## src/rtl/sub_div.sv

```systemverilog
// sub_div: unsigned restoring divider by repeated subtraction.
// Ports: CLK, ASYNCRESETN, START, I0/I1 (dividend/divisor) in;
//        BUSY, DONE, Q, R, DIVZERO out. Optional ABORT input
//        is present only when SUB_DIV_ABORT_EN is defined.
module sub_div #(
    parameter int WIDTH = 4
) (
    input  logic             CLK,
    input  logic             ASYNCRESETN,
    input  logic             START,
    input  logic [WIDTH-1:0] I0,
    input  logic [WIDTH-1:0] I1,
`ifdef SUB_DIV_ABORT_EN
    input  logic             ABORT,
`endif
    output logic             BUSY,
    output logic             DONE,
    output logic [WIDTH-1:0] Q,
    output logic [WIDTH-1:0] R,
    output logic             DIVZERO
);

    typedef enum logic [1:0] {
        S_IDLE,
        S_RUN,
        S_FIN
    } state_t;

    localparam logic [WIDTH-1:0] ONE  = {{(WIDTH-1){1'b0}}, 1'b1};
    localparam logic [WIDTH-1:0] ONES = {WIDTH{1'b1}};

    state_t           state_q, state_d;
    logic [WIDTH-1:0] q_q, q_d;
    logic [WIDTH-1:0] r_q, r_d;
    logic [WIDTH-1:0] d_q, d_d;
    logic             dz_q, dz_d;

    logic [WIDTH:0]   diff;
    logic             borrow;
    logic             abort_w;

    // One extra bit catches the borrow, so R never wraps.
    assign diff   = {1'b0, r_q} - {1'b0, d_q};
    assign borrow = diff[WIDTH];

`ifdef SUB_DIV_ABORT_EN
    assign abort_w = ABORT;
`else
    assign abort_w = 1'b0;
`endif

    always_ff @(posedge CLK or negedge ASYNCRESETN) begin
        if (!ASYNCRESETN) begin
            state_q <= S_IDLE;
            q_q     <= '0;
            r_q     <= '0;
            d_q     <= '0;
            dz_q    <= 1'b0;
        end else begin
            state_q <= state_d;
            q_q     <= q_d;
            r_q     <= r_d;
            d_q     <= d_d;
            dz_q    <= dz_d;
        end
    end

    always_comb begin
        state_d = state_q;
        q_d     = q_q;
        r_d     = r_q;
        d_d     = d_q;
        dz_d    = dz_q;
        unique case (state_q)
            S_IDLE: begin
                if (START) begin
                    r_d = I0;
                    if (I1 == '0) begin
                        q_d     = ONES;
                        dz_d    = 1'b1;
                        state_d = S_FIN;
                    end else begin
                        q_d     = '0;
                        d_d     = I1;
                        dz_d    = 1'b0;
                        state_d = S_RUN;
                    end
                end
            end
            S_RUN: begin
                // Abort wins over both subtract and finish.
                if (abort_w) begin
                    state_d = S_IDLE;
                end else if (!borrow) begin
                    r_d = diff[WIDTH-1:0];
                    q_d = q_q + ONE;
                end else begin
                    state_d = S_FIN;
                end
            end
            S_FIN: begin
                state_d = S_IDLE;
            end
            default: begin
                state_d = S_IDLE;
            end
        endcase
    end

    assign BUSY    = (state_q == S_RUN);
    assign DONE    = (state_q == S_FIN);
    assign Q       = q_q;
    assign R       = r_q;
    assign DIVZERO = dz_q;

endmodule

```

## config.mk

```make
export PLATFORM = sky130hd
export DESIGN_NAME = sub_div
export DESIGN_NICKNAME = d
export VERILOG_FILES = /design/src/rtl/sub_div.sv
export SDC_FILE = /design/constraint.sdc
export NUM_CORES = 1
export LEC_CHECK = 0
export BUFFER_PORTS_ARGS = -buffer_cell sky130_fd_sc_hd__buf_2
export CAP_MARGIN = 40
export CELL_PAD_IN_SITES_DETAIL_PLACEMENT = 2
export CELL_PAD_IN_SITES_GLOBAL_PLACEMENT = 2
export CORE_ASPECT_RATIO = 1.5
export CORE_MARGIN = 2
export CORE_UTILIZATION = 33
export DETAILED_ROUTE_END_ITERATION = 10
export GPL_ROUTABILITY_DRIVEN = 0
export PLACE_DENSITY = 0.86
export SYNTH_ARGS = -nofsm -noshare
export SYNTH_HDL_FRONTEND = slang
export SYNTH_SLANG_ARGS = --single-unit
```

## constraint.sdc

```tcl
create_clock -name CLK -period 3 [get_ports CLK]
set_input_delay 0.15 -clock CLK [delete_from_list [all_inputs] [get_ports CLK]]
set_output_delay 0.15 -clock CLK [all_outputs]
set_load 0.05 [all_outputs]
```

; After elaboration in Yosys (flattened, before gate mapping)
; Cells that the tools add are included.
[totals]
register_bits = 15
in_bits = 11
output_inout_bits = 11
elab_cells = 32
[op_classes]
addsub = 2
eq_ne = 5
mux = 12
bitwise = 1
reduce_logical = 7
[op_table]
columns = operator, count
row1 = 4-bit two-way mux, 5
row2 = 4-bit one-hot mux with 2 select lines, 2
row3 = 2-bit two-way mux, 3
row4 = 3-bit AND reduction, 2
row5 = 4-bit by 4-bit subtractor with 5-bit output, 1
row6 = "4-bit by 1-bit adder with 4-bit output, second input constant", 1
row7 = 4-bit zero test, 1
row8 = "2-bit != test, second input constant", 2
row9 = 2-bit one-hot mux with 2 select lines, 1
row10 = 2-bit AND reduction, 2
row11 = "2-bit by 1-bit == test with 1-bit output, second input constant", 1
row12 = "2-bit == test, second input constant", 1
row13 = 2-bit zero test, 1
row14 = "2-bit by 1-bit != test with 1-bit output, second input constant", 1
row15 = 2-bit nonzero test, 1
row16 = 1-bit two-way mux, 1
row17 = 1-bit NOT, 1

; Logic depth before layout (Yosys ltp)
; Gate-level depths: netlist of the first run.
[depth]
word_depth = 4
depth_mapped = 9
mapped_depth_nobuf = 7

; Least setup slack after synthesis of the first run
; No wires, ideal clock.
[synth_path]
path_kind = register to register
from = reg r_q[0], in the netlist R[0]
to = reg r_q[3], in the netlist R[3]
setup_ns = 0.135
arrival_ns = 2.290
required_ns = 2.865
setup_slack_ns = 0.575
stages_incl_launch_ff = 10
path_buffers = 2
period_less_slack_ns = 2.425
cell_sequence = dfrtp_1 -> inv_1 -> ha_1 -> fa_1 -> nand3b_1 -> a311o_1 -> buf_6 -> buf_6 -> a21oi_2 -> o31ai_1
[synth_between]
elab_chain_len = 3
word_cells_on_any_way = 5
classes_between = add/sub (1) / eq/ne (1) / mux (2) / reduce/logical (1)
[synth_rtl]
columns = element, line
row1 = from (decl), 34  ; logic [WIDTH-1:0] r_q, r_d;
row2 = from (signal assigned), 62  ; r_q <= r_d;
row3 = 4-bit by 4-bit subtractor with 5-bit output (*), 43  ; assign diff = {1'b0, r_q} - {1'b0, d_q};
row4 = 4-bit two-way mux or 2-bit != test (tied branches), --
row5 = 4-bit one-hot mux with 2 select lines or 3-bit AND reduction (tied branches), --
; Every way passes the cells marked *; elsewhere a longest branch is shown, timed or not. The select of a mux whose other input is x is not followed.
; A chain may end at the register's enable or synchronous reset.

; Worst setup path after layout of the first run
[layout_path]
from = reg r_q[0], in the netlist R[0]
to = reg r_q[1], in the netlist R[1]
; The elaborated chain is that of the path after synthesis.

==> results of run 1 <==
-- synth_stat cells --
cell type | instances | area (sq um)
a41oi_1 | 1 | 8.760
o22a_1 | 1 | 8.760
o21ai_1 | 4 | 20.02
ha_1 | 5 | 62.56
a311o_1 | 1 | 10.01
inv_1 | 6 | 22.52
nand3_1 | 1 | 5.000
nand2b_1 | 1 | 6.260
a21oi_1 | 5 | 25.02
o31ai_1 | 2 | 15.01
or4_1 | 1 | 7.510
dfrtp_1 | 15 | 375.4
clkbuf_1 | 1 | 3.750
fa_1 | 1 | 20.02
nand3b_1 | 2 | 15.01
nor4b_1 | 1 | 8.760
nor3b_1 | 1 | 7.510
nor2b_1 | 3 | 18.77
nor4_1 | 1 | 6.260
o21ai_0 | 2 | 10.01
a31oi_1 | 2 | 12.51
a221oi_1 | 1 | 8.760
buf_6 | 2 | 22.52
a21oi_2 | 1 | 8.760
nor2_1 | 10 | 37.54
nand2_1 | 5 | 18.77
mux2_2 | 5 | 56.30
a211oi_1 | 1 | 7.510
xor2_1 | 2 | 17.52
-- worst max path at each step --
stage	end	slack (ps)	depth (start not counted)
2_1_floorplan	R[3]	570	9
3_3_place_gp	R[1]	760	7
3_5_place_dp	R[1]	580	7
4_1_cts	R[1]	560	7
5_1_grt	R[1]	420	7
6_report	R[1]	570	7
-- area by class of cell --
cell class | count | area share [%]
sequential | 15 | 37.83
multi-input combinational | 60 | 42.62
tap | 24 | 3.026
timing repair buffer | 22 | 11.60
inverter | 6 | 2.270
clock buffer | 4 | 2.648
-- stage by stage --
stage	hold slack, ps	setup slack (ps)	util [%]	std cells	instance area [sq um]
floorplan	-145.6	574.9	-	84	847.1
global placement	77.28	758.4	39.02	126	955.9
detailed placement	81.39	580.4	39.02	126	955.9
CTS	120.2	560.0	40.50	131	992.2
global route	123.2	425.0	40.50	131	992.2
finish	133.5	572.8	40.50	131	992.2
-- flip-flops by register name, indices dropped and copies added (netlist names) --
register  flops
R             4
Q             4
DIVZERO       1
state_q       2
d_q           4
-- cell usage in the layout, fill, tap and decap left out, types with 3 or more instances in the layout --
cell / count
ha_1: 5
nor2_1: 10
o21ai_1: 4
a21oi_1: 5
nor2b_1: 3
inv_1: 6
dfrtp_1: 15
buf_2: 21
clkbuf_4: 3
mux2_2: 5
nand2_1: 5
-- routing by layer --
metal  share of wire (%)  global-route usage, %  up-vias
li1                    -                      -      347
met1                  40                  17.96      380
met2                  57                  31.07       11
met3                 2.7                  2.459        2
met4                0.97                  6.618        0
met5                   0                      0        -
-- kinds of logic after synthesis --
group	share of synthesized area (%)
compound gates	15.95
xor+xnor	2.068
fa+ha+maj	9.749
buf+inv	5.760
flops	44.31
mux	6.646
simple gates	15.51
-- repair_timing --
action | CTS | global route
endpoints found under the hold margin | 15 | 0
buffers inserted | 0 | 0
hold buffers | 1 | 0
==> results.toml, run 1 <==
[route]
drc = 0
viasPerCell = 5.649
firstDrtPassIters = 3
ant_nets = 0
detail_route.iter0.violations = 2
detail_route.wl_per_cell_um = 16.60
wl_mm = 2.174
vias = 740

[setup_path]
slowest_delay_ps = 620
reg2reg_depth = 7
r2r_start = "R[0]"
crit_family = "compound AO/OA/AOI/OAI gates"
crit_fanout = 17
cp.arrival_ps = 2570
critPathSlowestCell = "a311o_1"
cp_num_buf_inv = 1
setup.worst_path.start = "R[0]"
rrSetupSlack_ps = 570
cp-start-kind = "flop"
required_ps = 3140
crit_chain = "inv_1, ha_1, fa_1, nand3b_1, a311o_1, a211oi_1, a21oi_1"
reg2reg_to = "R[1]"
crit_type = "flop to flop"
end_kind = "flop"

[place]
dp_hpwl_mm = 1.737
port_buffers = 21

[global_routing]
grt_max_degree = 18
track_usage_pct = 16.74
grt.overflow.total = 0
grt_pass1_vias = 823
grt_pass1_wl_mm = 3.636
antenna_found_initial = 0

[floorplanning]
row_count = 22
dieWidth_um = 45.37
die-area_sq_um = 2996
core_area_sq_um = 2450
io_pins = 22
start_util_pct = 34.58
fp.dieH_um = 66.05

[finish]
nFillCells = 293
finalNetCount = 125
multi_input_area_sq_um = 422.9
register_area_sq_um = 375.4
layout-drive-gt1-share_pct = 28.04
n_antenna_cell = 0
area_growth_pct = 17.13

[timing]
fin_crit_ps = 2427
fmax_mhz = 412.0
hold_violations = 0
period_share_pct = 80.91
slew_violations = 0
finalClockSkew_ps = 1.673
relSlewSlack_pct = 51.55
fin_setup_tns_ps = 0
worst_pin_slew_ps = 720.1
grt_setup_unrepaired = "no"
setup_viol = 0

[clocking]
cts_tree = "done"
clock_latency_ps = 280
clock_path_buffers = 2
cts_resized = 0
root_buffer = "clkbuf_4"
numCtsBuffers = 3
clk_pin_slew_ps = 90
ctsHtreeMaxLevel = 1
cts.sinks = 15

[hold_path]
hp-class = "input pin to flop"
hold_depth = 2
worstHoldStart = "I1[3]"
hold_end = "d_q[3]"

[synthesis]
syn_inst = 84
synth_fp_nets = 101
syn_area_sq_um = 847.1
synth-seq-area-share_pct = 44.31
ys_warn_count = 0
synth_area_per_cell_sq_um = 10.08
yosysUniqueCellTypes = 29
synth-seq-cells = 15

[outcome]
status = "completed"

[job]
cap_violations = 0
Power of run 1 is not shown: default switching activity piles up to over one toggle a cycle in this logic, so the estimate is an artifact.
==> inputs of run 2 (changes only) <==
ABC_AREA = 1   (was unset)
CORE_UTILIZATION = 29   (was 33)
PLACE_DENSITY = 0.8   (was 0.86)
clock period = 2.4 ns   (was 3 ns; I/O delays follow)
==> run 2 against run 1 <==
Sequential cell count unchanged. Cell count increased by 28%. Critical path type unchanged. Clock-buffer cell count decreased by 1. Synthesized area increased by 4.7%. Critical endpoint is now R[0]. Clock skew increased by 3.9 ps.
==> results.toml, run 2 <==
[timing]
hold_violations = 0
finalClockSkew_ps = 5.558
whs_ps = 129.8
worst_pin_slew_ps = 364.3
fin_crit_ps = 1764
slew_violations = 0
fin_setup_tns_ps = 0
period_share_pct = 73.48
grt_setup_unrepaired = "no"
setup_viol = 0
fmax_mhz = 567.0
relSlewSlack_pct = 75.71

[global_routing]
grt.overflow.total = 0
antenna_found_initial = 0
track_usage_pct = 15.94
grt_pass1_vias = 894
grt_max_degree = 16
grt_pass1_wl_mm = 4.243

[place]
port_buffers = 21
placed_cells = 163
dp_hpwl_mm = 1.873

[clocking]
cts.sinks = 15
cts_setup_buffers = 0
clock_path_buffers = 2
clk_pin_slew_ps = 60
cts_tree = "done"
clock_latency_ps = 260
ctsHtreeMaxLevel = 1
root_buffer = "clkbuf_8"
numCtsBuffers = 3

[finish]
layout_common_cells = "nand2_1 (25), buf_2 (21), dfrtp_1 (15)"
register_area_sq_um = 375.4
layout-drive-gt1-share_pct = 29.46
finalNetCount = 147
instances_no_fill = 168
final_util_pct = 37.03
n_antenna_cell = 0
final_common_cell = "nand2_1"
multi_input_area_sq_um = 447.9
nFillCells = 360
area_growth_pct = 21.58

[synthesis]
syn_inst = 105
ys_warn_count = 0
synth_area_per_cell_sq_um = 8.449
syn_area_sq_um = 887.1
synth-seq-area-share_pct = 42.31
yosysUniqueCellTypes = 23
yosys.area.top_type = "dfrtp_1"
synth_ff_type = "dfrtp_1"
synthTopCellsByArea = "dfrtp_1 (42%), nand2_1 (11%), ha_1 (7.1%)"
synth-seq-cells = 15
synth_fp_nets = 122
synth_most_common_cell = "nand2_1"
async_flop_share_pct = 100.0
yosys-top-cells-count = "nand2_1 (25), dfrtp_1 (15), inv_1 (11)"
synth-edff-count = 0
synth_top_area_share_pct = 42.31

[setup_path]
r2r_start = "R[0]"
reg2reg_depth = 9
cp-start-kind = "flop"
end_kind = "flop"
rrSetupSlack_ps = 640
cp.arrival_ps = 1950
required_ps = 2590
setup.worst_path.start = "R[0]"
reg2reg_to = "R[0]"
crit_type = "flop to flop"
crit_fanout = 11

[route]
wl_mm = 2.373
drc = 0
viasPerCell = 4.762
detail_route.wl_per_cell_um = 14.13
vias = 800
ant_nets = 0
firstDrtPassIters = 2
detail_route.iter0.violations = 7

[floorplanning]
fp.dieH_um = 71.74
io_pins = 22
row_count = 24
start_util_pct = 30.46
dieWidth_um = 49.16
die-area_sq_um = 3526
core_area_sq_um = 2913

[hold_path]
worstHoldStart = "I1[2]"
hold_end = "d_q[2]"
hp-class = "input pin to flop"
hold_depth = 3

[pwr]
static-leakage-power_nw = 0.5901
p_total_mw = 1.714
p_per_area_nw_per_um2 = 1590
vdd_drop_max_uv = 552.3

[outcome]
status = "completed"

[job]
cap_violations = 0
[run 2: changes by cell type in the layout (fill, tap and decap cells not counted), sizes merged, moves of 3 or more]
cell / change
nand2: +25
nand3: +11
o21ai: +6
mux2: -5
nor2: -4
nor2b: -3
inv: +6
[run 2: logic make-up (layout without fill, tap and decap cells)]
logic type               Yosys count  after routing  share of synthesized area, %
AND/OR/NAND/NOR                   51             51                         28.21
AO/OA/AOI/OAI                     17             17                         11.00
XOR/XNOR                           2              2                         1.975
flip-flops                        15             15                         42.31
buffers and inverters             14             38                         7.193
adder cells (fa/ha/maj)            6              6                         9.309
[run 2: final cells by class]
class	count	area share (%)
multi-input cells	76	41.53
flip-flops and latches	15	34.80
repair buffers	22	10.67
well taps	39	4.524
inverters	12	4.176
clock buffers	3	3.828
clock inverters	1	0.4640
[run 2: stage by stage]
stage               instance area (sq um)  setup slack (ps)
floorplan                           887.1             318.0
global placement                     1022             672.5
detailed placement                   1022             618.8
CTS                                  1079             598.3
global route                         1079             468.7
finish                               1079             636.4
[run 2: how the worst max path moves through the flow]
stage | end | slack (ps) | cells past startpoint
after floorplan | R[1] | 320 | 10
final | R[0] | 640 | 9
after global placement | R[0] | 670 | 9
after global routing | R[1] | 470 | 9
after detailed placement | R[0] | 620 | 9
after CTS | R[0] | 600 | 9
[run 2: worst max-delay path, cell delays in order, from the launching register on]
cell	delay, ps
dfrtp_1	340
inv_1	70
ha_1	220
fa_1	390
nand3b_1	180
nand2_2	110
nand2_4	90
nand2_4	150
nand2_1	80
o21ai_2	60
[run 2: power by group]
group	switching, mW	internal (mW)	leakage [nW]	total, mW
Clock	0.100	0.115	0.0255	0.216
Combinational	0.737	0.306	0.375	1.04
Sequential	0.0904	0.365	0.189	0.456
Total	0.928	0.787	0.590	1.71
[run 2: routing by layer]
metal  vias up  GRT usage (%)  part of all wire, %
met5         -              0                    0
met4         0          9.524                  2.6
met3         5          2.292                  3.1
met2        13          27.63                   56
met1       391          18.36                   38
li1        391              -                    -
[run 2: timing repair]
item	CTS	global route
hold buffers	1	0
endpoints found under the hold margin	15	0
endpoints found under the setup margin	0	0
gates resized for setup	0	0
Power figures use the tool's default switching activity.
==> inputs of run 3 (changes only) <==
clock period = 1.7 ns   (was 2.4 ns; I/O delays follow)
==> run 3 against run 2 <==
Die area did not move. Clock power up 37%. Hold slack got worse by 34 ps. Sequential power increased by 45%. Utilization grew 2.8 points. Via count rose by 4.3%. Routed wire length up 14%. Cell count increased by 2.4%. Critical path type unchanged.
==> results.toml, run 3 (synthesis results as in run 2) <==
[timing]
fin_crit_ps = 1700
relSlewSlack_pct = 75.75
worst_pin_slew_ps = 363.8
fmax_mhz = 588.3
setup_viol = 0
slew_violations = 0
grt_setup_unrepaired = "yes"
period_share_pct = 99.98
hold_violations = 0
whs_ps = 96.18
fin_setup_tns_ps = 0
finalClockSkew_ps = 3.438

[hold_path]
worstHoldStart = "I1[2]"
hold_end = "d_q[2]"
hold_depth = 3
hp-class = "input pin to flop"

[place]
dp_hpwl_mm = 1.989
port_buffers = 21
placed_cells = 163

[finish]
instances_no_fill = 172
n_antenna_cell = 0
layout-drive-gt1-share_pct = 39.10
layout_common_cells = "buf_2 (21), nand2_1 (20), dfrtp_1 (13)"
nFillCells = 354
final_common_cell = "buf_2"
area_growth_pct = 30.89
finalNetCount = 151

[setup_path]
cp-start-kind = "flop"
cp_num_buf_inv = 0
reg2reg_depth = 8
required_ps = 1880
r2r_start = "d_q[0]"
cp.arrival_ps = 1880
rrSetupSlack_ps = 0.3
crit_chain = "ha_4, fa_2, nand3b_1, nand2_2, nand2_4, nand2_8, nand2_1, o21ai_2"
reg2reg_to = "Q[3]"
slowest_delay_ps = 410
crit_family = "simple AND/OR/NAND/NOR gates"
crit_fanout = 8
critPathSlowestCell = "dfrtp_1"
crit_type = "flop to flop"
end_kind = "flop"
cp.depth = 8

[global_routing]
grt_pass1_vias = 916
grt.overflow.total = 0
grt_pass1_wl_mm = 4.381
track_usage_pct = 16.52
grt_max_degree = 16
antenna_found_initial = 0

[floorplanning]
io_pins = 22
dieWidth_um = 49.16
row_count = 24
fp.dieH_um = 71.74
core_area_sq_um = 2913
start_util_pct = 30.46
die-area_sq_um = 3526

[pwr]
static-leakage-power_nw = 0.6108
vdd_drop_max_uv = 990.6
p_per_area_nw_per_um2 = 2319

[route]
ant_nets = 0
drc = 0
vias = 834
detail_route.iter0.violations = 8
detail_route.wl_per_cell_um = 15.73
viasPerCell = 4.849
wl_mm = 2.706
firstDrtPassIters = 4

[clocking]
cts.sinks = 15
clock_path_buffers = 2
numCtsBuffers = 3
root_buffer = "clkbuf_8"
ctsHtreeMaxLevel = 1
clk_pin_slew_ps = 60
cts_tree = "done"
clock_latency_ps = 250

[outcome]
status = "completed"

[job]
cap_violations = 0
-- run 3: how the worst max path moves through the flow --
stage                 from   end  slack, ps
floorplan             R[0]  R[1]       -110
global placement      R[0]  R[0]        100
detailed placement  d_q[0]  R[0]        -20
CTS                 d_q[0]  R[0]          3
global route          R[0]  R[2]        -90
finish              d_q[0]  Q[3]        0.3
-- run 3: layout make-up --
class	instances	area, sq um	area share (%)
Multi-Input combinational cell	77	503.0	43.32
Sequential cell	15	377.9	32.54
Timing Repair Buffer	25	137.6	11.85
Tap cell	39	48.80	4.203
Inverter	12	47.55	4.095
Clock buffer	3	41.29	3.556
Clock inverter	1	5.005	0.4310
-- run 3: where the power goes --
group	internal (mW)	switching (mW)
registers	0.520	0.141
logic	0.547	1.19
clock network	0.163	0.134
total	1.23	1.46
-- run 3: repair_timing --
| action | in CTS | in global routing |
|---|---|---|
| pin swaps | 0 | 4 |
| endpoints found under the setup margin | 6 | 8 |
| resized for setup | 1 | 7 |
| endpoints found under the hold margin | 15 | 0 |
| buffers inserted | 0 | 3 |
| gates cloned | 0 | 1 |
| hold buffers | 1 | 0 |
-- run 3: metrics by stage --
| step | worst slack, ps | utilization, % | area, sq um | total power, mW |
|---|---|---|---|---|
| after floorplan | -112.4 | - | 904.6 | 1.849 |
| after global placement | 102.6 | 35.70 | 1040 | 2.128 |
| after detailed placement | -21.05 | 35.70 | 1040 | 2.229 |
| after CTS | 2.871 | 37.93 | 1105 | 2.575 |
| after global routing | -85.66 | 39.86 | 1161 | 2.934 |
| final | 0.2915 | 39.86 | 1161 | 2.693 |
-- run 3: worst min-delay path, stage by stage --
cell	delay (ps)
buf_2	90
nor2_1	40
a21oi_1	100
-- run 3: routing by layer --
layer | GRT usage, % | wire, um
met1 | 17.48 | 986
met3 | 2.500 | 92
met2 | 32.28 | 1573
met5 | 0 | 0
met4 | 5.714 | 53
